==> config.mk <==
export PLATFORM = sky130hd
export DESIGN_NAME = pc_ir_unit
export DESIGN_NICKNAME = d
export VERILOG_FILES = /design/src/rtl/mips_pkg.sv /design/src/rtl/flopenr.sv /design/src/rtl/pc_ir_unit.sv
export SDC_FILE = /design/constraint.sdc
export NUM_CORES = 1
export LEC_CHECK = 0
export ABC_AREA = 0
export CAP_MARGIN = 5
export CORE_ASPECT_RATIO = 2
export CORE_MARGIN = 5
export CORE_UTILIZATION = 34
export CTS_BUF_LIST = sky130_fd_sc_hd__clkbuf_8
export CTS_CLUSTER_SIZE = 25
export DETAILED_ROUTE_END_ITERATION = 6
export GPL_TIMING_DRIVEN = 0
export PLACE_DENSITY = 0.74
export SLEW_MARGIN = 5
export SYNTH_ARGS = -nofsm -noshare
export SYNTH_HDL_FRONTEND = slang
export SYNTH_SLANG_ARGS = --single-unit
==> constraint.sdc <==
create_clock -name clk -period 4.7 [get_ports clk]
set_clock_uncertainty 0.2 [all_clocks]
set_input_delay 0.47 -clock clk [delete_from_list [all_inputs] [get_ports clk]]
set_output_delay 0.47 -clock clk [all_outputs]
set_load 0.005 [all_outputs]
==> src/rtl/mips_pkg.sv <==
// Shared multicycle MIPS definitions: datapath width, next-PC select encodings, opcodes.
package mips_pkg;

  localparam int unsigned XLEN = 32;

  localparam logic [1:0] PCSRC_ALU    = 2'b00;
  localparam logic [1:0] PCSRC_ALUOUT = 2'b01;
  localparam logic [1:0] PCSRC_JUMP   = 2'b10;
  localparam logic [1:0] PCSRC_RSVD   = 2'b11;

  localparam logic [5:0] LW    = 6'b100011;
  localparam logic [5:0] SW    = 6'b101011;
  localparam logic [5:0] RTYPE = 6'b000000;
  localparam logic [5:0] BEQ   = 6'b000100;
  localparam logic [5:0] ADDI  = 6'b001000;
  localparam logic [5:0] J     = 6'b000010;

endpackage

==> src/rtl/flopenr.sv <==
// Enabled register with asynchronous active-low reset to a parameterised value.
module flopenr #(
  parameter int unsigned    Width  = 32,
  parameter logic [Width-1:0] ResetVal = '0
) (
  input  logic             clk,
  input  logic             reset,
  input  logic             en,
  input  logic [Width-1:0] d,
  output logic [Width-1:0] q
);

  always_ff @(posedge clk or negedge reset) begin
    if (!reset) begin
      q <= ResetVal;
    end else if (en) begin
      q <= d;
    end
  end

endmodule

==> src/rtl/pc_ir_unit.sv <==
// PC, instruction register and memory data register of the multicycle MIPS datapath,
// plus a retired-fetch counter and sticky fault flags.
module pc_ir_unit
  import mips_pkg::*;
#(
  parameter logic [XLEN-1:0] RESET_PC = 32'h0000_0000
) (
  input  logic            clk,
  input  logic            reset,
  input  logic            pcwrite,
  input  logic            branch,
  input  logic [1:0]      pcsrc,
  input  logic            irwrite,
  input  logic            iord,
  input  logic            clr_err,
  input  logic            zero,
  input  logic [XLEN-1:0] aluresult,
  input  logic [XLEN-1:0] aluout,
  input  logic [XLEN-1:0] readdata,
  output logic [XLEN-1:0] adr,
  output logic [XLEN-1:0] pc,
  output logic [XLEN-1:0] instr,
  output logic [XLEN-1:0] data,
  output logic [5:0]      op,
  output logic [5:0]      funct,
  output logic [XLEN-1:0] instret,
  output logic            err_misalign,
  output logic            err_pcsrc
);

  logic            pcen;
  logic            pc_load;
  logic [XLEN-1:0] pc_sel;
  logic [XLEN-1:0] pc_d;
  logic            set_misalign;
  logic            set_pcsrc;
  logic            err_misalign_d;
  logic            err_pcsrc_d;
  logic [XLEN-1:0] data_q;

  always_comb begin
    pc_sel = aluresult;
    unique case (pcsrc)
      PCSRC_ALU:    pc_sel = aluresult;
      PCSRC_ALUOUT: pc_sel = aluout;
      PCSRC_JUMP:   pc_sel = {pc[31:28], instr[25:0], 2'b00};
      PCSRC_RSVD:   pc_sel = pc;
      default:      pc_sel = aluresult;
    endcase
  end

  assign pcen    = pcwrite | (branch & zero);
  // The reserved select never updates the PC; it only raises err_pcsrc.
  assign pc_load = pcen && (pcsrc != PCSRC_RSVD);
  assign pc_d    = {pc_sel[XLEN-1:2], 2'b00};

  assign set_misalign = pc_load && (pc_sel[1:0] != 2'b00);
  assign set_pcsrc    = pcen && (pcsrc == PCSRC_RSVD);

  // Set takes priority over a same-cycle clear.
  assign err_misalign_d = set_misalign | (err_misalign & ~clr_err);
  assign err_pcsrc_d    = set_pcsrc | (err_pcsrc & ~clr_err);

  flopenr #(
    .Width    (XLEN),
    .ResetVal (RESET_PC)
  ) u_pc (
    .clk   (clk),
    .reset (reset),
    .en    (pc_load),
    .d     (pc_d),
    .q     (pc)
  );

  flopenr #(
    .Width    (XLEN),
    .ResetVal ('0)
  ) u_ir (
    .clk   (clk),
    .reset (reset),
    .en    (irwrite),
    .d     (readdata),
    .q     (instr)
  );

  flopenr #(
    .Width    (XLEN),
    .ResetVal ('0)
  ) u_instret (
    .clk   (clk),
    .reset (reset),
    .en    (irwrite),
    .d     (instret + 32'd1),
    .q     (instret)
  );

  always_ff @(posedge clk or negedge reset) begin
    if (!reset) begin
      data_q       <= '0;
      err_misalign <= 1'b0;
      err_pcsrc    <= 1'b0;
    end else begin
      data_q       <= readdata;
      err_misalign <= err_misalign_d;
      err_pcsrc    <= err_pcsrc_d;
    end
  end

  assign data  = data_q;
  assign adr   = iord ? aluout : pc;
  assign op    = instr[31:26];
  assign funct = instr[5:0];

endmodule

* Word level (Yosys, flattened, before mapping)
Cells that the tools add are included.
W data, S select, Z words.
** Cells by class
- Add/sub/neg operators :: 1
- Eq/ne operators :: 4
- Muxes and demuxes :: 2
- Bitwise logic cells :: 9
- Reduce and logical (&&, ||, !) cells :: 7
** Operators with widths (count)
- $pmux W32 S4 :: 1
- $add A32 B1 Y32 const B :: 1
- $mux W32 :: 1
- $eq A2 B2 Y1 const B :: 2
- $and A1 B1 Y1 :: 3
- $logic_and A1 B1 Y1 :: 3
- $not A1 Y1 :: 3
- $or A1 B1 Y1 :: 3
- $reduce_and A3 Y1 :: 1
- $eq A2 B1 Y1 const B :: 1
- $logic_not A2 Y1 :: 1
- $ne A2 B2 Y1 const B :: 1
- $reduce_and A2 Y1 :: 1
- $reduce_bool A2 Y1 :: 1
** Word-level totals
- Bits in registers :: 128
- Input port bits :: 106
- Word-level logic and storage cells :: 30

* Logic depth before layout (Yosys ltp)
Gate-level depths: netlist of the first run.
- Depth in word-level cells :: 5
- Gate-level depth with buffers :: 7
- Mapped depth without buffers :: 5

* Hierarchy
From an unflattened synthesis of the first run, not the netlist that was laid out.
** Second synthesis, totals
- Cell total of the unflattened synthesis :: 434
- Area, all modules :: 6759.0 um^2
** By module, submodules not included
- flopenr :: instances 3, cells an instance 68, area each 1345.0 um^2
- pc_ir_unit :: instances 1, cells an instance 230, area each 2723.9 um^2

* Least setup slack after synthesis of the first run
Ideal clock, no wire load.
- Kind :: input to output
- From :: in iord
- To :: out adr[10]
- Arrival time :: 1.363 ns
- Data required time :: 4.030 ns
- Path slack :: 2.667 ns
- Cell stages on the path :: 3
- Buffers on the path :: 2
- Cells stage by stage :: clkbuf_1 buf_1 mux2_2
** Between the ends
- Cells in the longest elaborated chain, start to end :: 1
** Ends and longest elaborated chain
- start: declaration :: RTL line pc_ir_unit.sv:14 : input logic iord,
- $mux W32 :: RTL line pc_ir_unit.sv:110 : assign adr = iord ? aluout : pc;
- end: declaration :: RTL line pc_ir_unit.sv:20 : output logic [XLEN-1:0] adr,
No other way between the ends.

* Worst setup path in the final report of the first run
- From :: in iord
- To :: out adr[25]
Same word-level chain as after synthesis.

==> flow_summary.json, run 1 <==
{
  "ios": 280,
  "grt_start_max_net_pins": 68,
  "cts.sinks": 128,
  "dieArea_sq_um": 19400,
  "coreArea_sq_um": 16300,
  "power_leakage_nw": 3.82,
  "dieHeight_microns": 192,
  "drtIter0Drc": 103,
  "power.density_nw_per_um2": 327,
  "dpl.hpwl_microns": 15300,
  "critPathMaxFanout": 10,
  "synthSimpleGateAreaFrac_pct": 10.3,
  "ctsResizeCount": 0,
  "syn_to_final_growth_pct": 60.9,
  "worstSetupPathType": "primary input to primary output",
  "layout_common_cells": "273 x clkdlybuf4s50_1, 128 x dfrtp_1, 63 x mux2_2",
  "layout.cells.non_filler": 989,
  "vias": 4772,
  "drtPass1Iterations": 4,
  "synth_top_family_by_area": "multiplexers",
  "p_clk_share_pct": 31.2,
  "clk_pin_slew_ns": 0.07,
  "worstMarginPinSlew_ns": 0.688,
  "fin_crit_sh_pct": 62.2,
  "dp.cells": 956,
  "clk_latency_ns": 0.44,
  "cts_root_buf": "clkbuf_8",
  "gp_congestion": 0.903,
  "synthXorXnorAreaFrac_pct": 4.68,
  "switching_share_pct": 26.9,
  "setup_viol": 0,
  "synthAdderAreaFrac_pct": 0.223,
  "hold_class": "primary input to flip-flop",
  "placed_cell_area_sq_um": 8650,
  "layout-drive-gt1-share_pct": 15.8,
  "end_kind": "primary output",
  "synth_flop_cell": "dfrtp_1",
  "cts-buffers-inserted": 17,
  "cts_tree": "done",
  "synth_warnings": 0,
  "die_x_microns": 101,
  "drv_slew": 0,
  "drt-total-wl_microns": 19000,
  "drv_cap": 0,
  "intPower_w": 0.00216,
  "period_needed_ns": 2.93,
  "via_per_inst": 4.83,
  "async_reset_ff_share_pct": 100,
  "finish.instance_area_sq_um": 9040,
  "worstPathRequired_ns": 4.03,
  "total_power_w": 0.00295,
  "p_sw_w": 0.000795,
  "outcome": "finished, final reports clean",
  "postSynthAreaPerCell_sq_um": 11.8,
  "start_kind": "primary input",
  "synthMuxAreaShare_pct": 18.0,
  "fin_tns_setup_ns": 0,
  "slew_headroom_pct": 54.2,
  "p_comb_share_pct": 24.0,
  "synth_seq_area_share_pct": 57.0,
  "grt_pass1_vias": 5391,
  "grt_pass1_wl_microns": 29300,
  "ys_seq_elements": 128,
  "initial_core_util_pct": 34.5,
  "drc": 0,
  "rsz0062_at_grt": "no",
  "synth_edf_count": 0,
  "grt.total_usage_pct": 20.1,
  "port_buffers": 274,
  "fin_nets": 879,
  "htreeDepth": 4,
  "peakVddDrop_uv": 191,
  "rrSetupSlack_ns": 2.66,
  "netlist_area_sq_um": 5620,
  "overflow": 0,
  "synthCells": 476,
  "clock_path_buffers": 2,
  "antenna_found_initial": 0,
  "ant_nets": 0,
  "seqPwrFrac_pct": 44.7,
  "arrival_ns": 2.26,
  "ys_types": 33,
  "max_freq_ghz": 0.342,
  "num_rows": 66,
  "post_drt_wl_per_cell_microns": 19.2,
  "finalHoldViolCount": 0,
  "synth-compound-area-share_pct": 5.54,
  "mostFrequentLayoutCell": "clkdlybuf4s50_1"
}
-- final cells by class --
type | count | area [sq um]
diodes | 1 | 2.50
plain buffers | 41 | 224
clock buffers | 19 | 262
clock inverters | 12 | 120
fillers | 1410 | 7220
inverters | 4 | 15.0
multi-input cells | 304 | 2180
flip-flops and latches | 128 | 3200
well taps | 204 | 255
repair buffers | 276 | 2780
-- metrics by stage --
step / utilization, % / setup WS, ns / hold slack [ns]
after floorplan: - / 2.67 / -0.0256
after global placement: 53.0 / -1.94 / 0.264
after detailed placement: 53.2 / 1.76 / 0.268
after CTS: 55.6 / 1.75 / 0.172
after global routing: 55.6 / 1.71 / 0.169
final: 55.6 / 1.77 / 0.204
-- power by group through the flow --
stage	Sequential, W	Clock, W	Combinational [W]
floorplan	0.00132	0	0.000221
global placement	0.00133	0	0.000701
CTS	0.00132	0.000948	0.000724
finish	0.00132	0.000922	0.000710
global route	0.00134	0.00100	0.000767
detailed placement	0.00134	0	0.000720
-- sequential cells by signal, summed over array words and instances (netlist names) --
signal	count
data	32
u_instret.q	32
u_ir.q	32
u_pc.q	30
err_misalign	1
err_pcsrc	1
-- metal layers --
| layer | wire [microns] | up-vias | GRT usage (%) |
|---|---|---|---|
| met4 | 522 | 0 | 8.81 |
| met5 | 0 | - | 0 |
| met3 | 1000 | 25 | 5.53 |
| met2 | 10800 | 170 | 37.3 |
| met1 | 6700 | 2349 | 20.6 |
| li1 | - | 2228 | - |
-- worst max-delay path: stages --
cell and delay [ns]:
clkbuf_1 0.31, clkbuf_1 0.57, mux2_2 0.41, clkdlybuf4s50_1 0.48
-- cells by family after synthesis --
family,Yosys count
simple gates,117
other cells,1
compound gates,61
fa+ha+maj,1
mux,93
xor+xnor,30
flops,128
buf+inv,45
-- what timing repair did --
action                                  CTS  global route
endpoints found under the hold margin    66             0
hold buffers                              1             0
endpoints found under the setup margin    0             0
buffers inserted                          0             0
-- synth_stat cells (5+ instances only) --
cell type	n	share of area, %
nand4_1	12	1.3
nand2_1	38	2.5
xnor2_1	25	3.9
mux2_2	63	13
buf_2	8	0.71
buf_4	16	2.1
o21ai_0	19	1.7
mux2i_1	30	5.3
clkbuf_1	15	1.0
nand3_1	8	0.71
a21oi_1	31	2.8
nor2_1	34	2.3
o21ai_1	8	0.71
xor2_1	5	0.78
dfrtp_1	128	57
-- final timing paths --
kind | depth (start not counted) | start | to
min in group asynchronous | 2 | reset | data[8]
min reg2reg | 1 | u_instret.q[31] | u_instret.q[31]
max in group asynchronous | 3 | reset | u_pc.q[22]
min | 2 | irwrite | u_ir.q[0]
max | 4 | iord | adr[25]
max reg2reg | 5 | u_instret.q[0] | u_instret.q[26]
Note: power is estimated with default switching activity, not from simulation.
==> run 2, diff against run 1 <==
PLACE_DENSITY = 0.76   (was 0.74)
clock period = 2.5 ns   (was 4.7 ns; I/O delays follow)
==> run 2 against run 1 <==
  * First-iteration DRC count fell by 9.7%
  * Critical endpoint is now adr[16]
  * Clock-buffer cell count rose by 1
  * Largest power group unchanged
  * Register-to-register slack got worse by 2.2 ns
  * Critical path depth did not move
  * Worst hold slack got worse by 0.14 ns
  * Final cell count rose by 0.20%
  * Combinational power rose by 87%
  * Sequential power rose by 88%
  * Final area rose by 0.75%
==> flow_summary.json, run 2 (synthesized netlist as in run 1, its figures left out) <==
{
  "grt_pass1_wl_microns": 29400,
  "period_needed_ns": 2.43,
  "p_clk_share_pct": 33.7,
  "p_comb_share_pct": 23.1,
  "drtPass1Iterations": 4,
  "dieHeight_microns": 192,
  "worstPathRequired_ns": 2.05,
  "fin_crit_sh_pct": 97.1,
  "max_freq_ghz": 0.412,
  "grt.total_usage_pct": 20.1,
  "port_buffers": 274,
  "via_per_inst": 4.84,
  "finalHoldViolCount": 0,
  "power_leakage_nw": 3.84,
  "htreeDepth": 4,
  "layout_common_cells": "273 x clkdlybuf4s50_1, 128 x dfrtp_1, 63 x mux2_2",
  "vias": 4798,
  "layout.cells.non_filler": 991,
  "worstSetupPathType": "primary input to primary output",
  "fin_tns_setup_ns": 0,
  "dp.cells": 956,
  "drv_cap": 0,
  "r2r_start": "u_instret.q[0]",
  "rrSetupSlack_ns": 0.46,
  "syn_to_final_growth_pct": 62.1,
  "dieArea_sq_um": 19400,
  "cts_tree": "done",
  "path_buf_inv": 3,
  "critPathTopFamily": "buffers and inverters",
  "grt_pass1_vias": 5281,
  "peakVddDrop_uv": 383,
  "worstMarginPinSlew_ns": 0.744,
  "grt_start_max_net_pins": 72,
  "post_drt_wl_per_cell_microns": 19.2,
  "rr_worst_depth": 5,
  "ant_nets": 0,
  "switching_share_pct": 26.8,
  "crit_path_end": "adr[16]",
  "end_kind": "primary output",
  "cts.sinks": 128,
  "ios": 280,
  "intPower_w": 0.00421,
  "cts_root_buf": "clkbuf_8",
  "mostFrequentLayoutCell": "clkdlybuf4s50_1",
  "initial_core_util_pct": 34.5,
  "r2r_end": "u_instret.q[22]",
  "outcome": "finished, final reports clean",
  "p_sw_w": 0.00154,
  "gp_congestion": 0.799,
  "layout-drive-gt1-share_pct": 16.1,
  "cp.depth": 4,
  "drtIter0Drc": 93,
  "setup_viol": 0,
  "utilization_pct": 56.0,
  "worstSetupStartpoint": "iord",
  "rsz0062_at_grt": "no",
  "drc": 0,
  "hold_class": "primary input to flip-flop",
  "cp_slowest_cell": "buf_1",
  "total_power_w": 0.00575,
  "power.density_nw_per_um2": 631,
  "start_kind": "primary input",
  "slowest_delay_ns": 0.61,
  "fin_nets": 881,
  "coreArea_sq_um": 16300,
  "cts-buffers-inserted": 17,
  "clk_latency_ns": 0.44,
  "clock_path_buffers": 2,
  "antenna_found_initial": 0,
  "critPathMaxFanout": 10,
  "seqPwrFrac_pct": 43.2,
  "num_rows": 66,
  "drv_slew": 0,
  "cp_cell_sequence": "clkbuf_1 > buf_1 > mux2_2 > clkdlybuf4s50_1",
  "ctsResizeCount": 0,
  "overflow": 0,
  "drt-total-wl_microns": 19000,
  "arrival_ns": 1.98,
  "antenna_cells": 0,
  "die_x_microns": 101,
  "slew_headroom_pct": 50.4,
  "dpl.hpwl_microns": 14900,
  "clk_pin_slew_ns": 0.09
}
[run 2: cell types whose count changed in the layout (fill, tap and decap cells not counted)]
cell	before	now
clkinv_2	4	2
clkinvlp_4	2	4
dlygate4sd3_1	1	3
inv_1	6	4
inv_6	0	2
bufinv_16	2	3
clkbuf_8	19	20
clkinv_4	2	1
diode_2	1	0
[run 2: cell type report]
| type | count | area (sq um) |
|---|---|---|
| Buffer | 41 | 224 |
| Clock buffer | 20 | 275 |
| Clock inverter | 12 | 156 |
| Fill cell | 1392 | 7160 |
| Inverter | 4 | 15.0 |
| Multi-Input combinational cell | 304 | 2180 |
| Sequential cell | 128 | 3200 |
| Tap cell | 204 | 255 |
| Timing Repair Buffer | 278 | 2800 |
[run 2: repair_timing]
| action | 4_1_cts | 5_1_grt |
|---|---|---|
| endpoints found under the hold margin | 63 | 0 |
| hold buffers | 3 | 0 |
| buffers inserted | 0 | 0 |
[run 2: worst reg2reg max path, delay by kind of cell, from the launching register on]
family        cells  cell delay, ns
simple gates      3            0.94
fa+ha+maj         1            0.20
xor+xnor          1            0.16
flops             1            0.42
[run 2: per-layer routing]
layer	global-route usage [%]	vias up	share of wire [%]
li1	-	2231	-
met3	5.23	34	6.0
met1	21.3	2340	35
met2	36.9	193	56
met4	8.45	0	2.8
met5	0	-	0
[run 2: stage by stage]
stage / setup slack, ns / hold slack (ns) / cell area, sq um
finish: 0.0726 / 0.0656 / 9110
global route: 0.00173 / 0.0452 / 9110
CTS: 0.0454 / 0.0401 / 9110
detailed placement: 0.0427 / 0.0558 / 8650
global placement: -4.12 / 0.261 / 8620
floorplan: 0.736 / -0.246 / 5620
[run 2: worst min path at each step]
stage               startpoint         endpoint  slack [ns]  depth (start not counted)
2_1_floorplan            reset          data[0]       -0.25                          0
6_report          readdata[12]         data[12]        0.07                          1
3_5_place_dp             reset         data[28]        0.06                          1
3_3_place_gp   u_instret.q[31]  u_instret.q[31]        0.26                          1
4_1_cts           readdata[12]         data[12]        0.04                          1
5_1_grt           readdata[16]         data[16]        0.05                          1
[run 2: power by group through the flow]
| stage | sequential (W) | clock, W | combinational [W] |
|---|---|---|---|
| floorplan | 0.00249 | 0 | 0.000415 |
| global placement | 0.00251 | 0 | 0.00132 |
| detailed placement | 0.00252 | 0 | 0.00134 |
| CTS | 0.00248 | 0.00198 | 0.00135 |
| global route | 0.00251 | 0.00208 | 0.00144 |
| finish | 0.00248 | 0.00194 | 0.00133 |
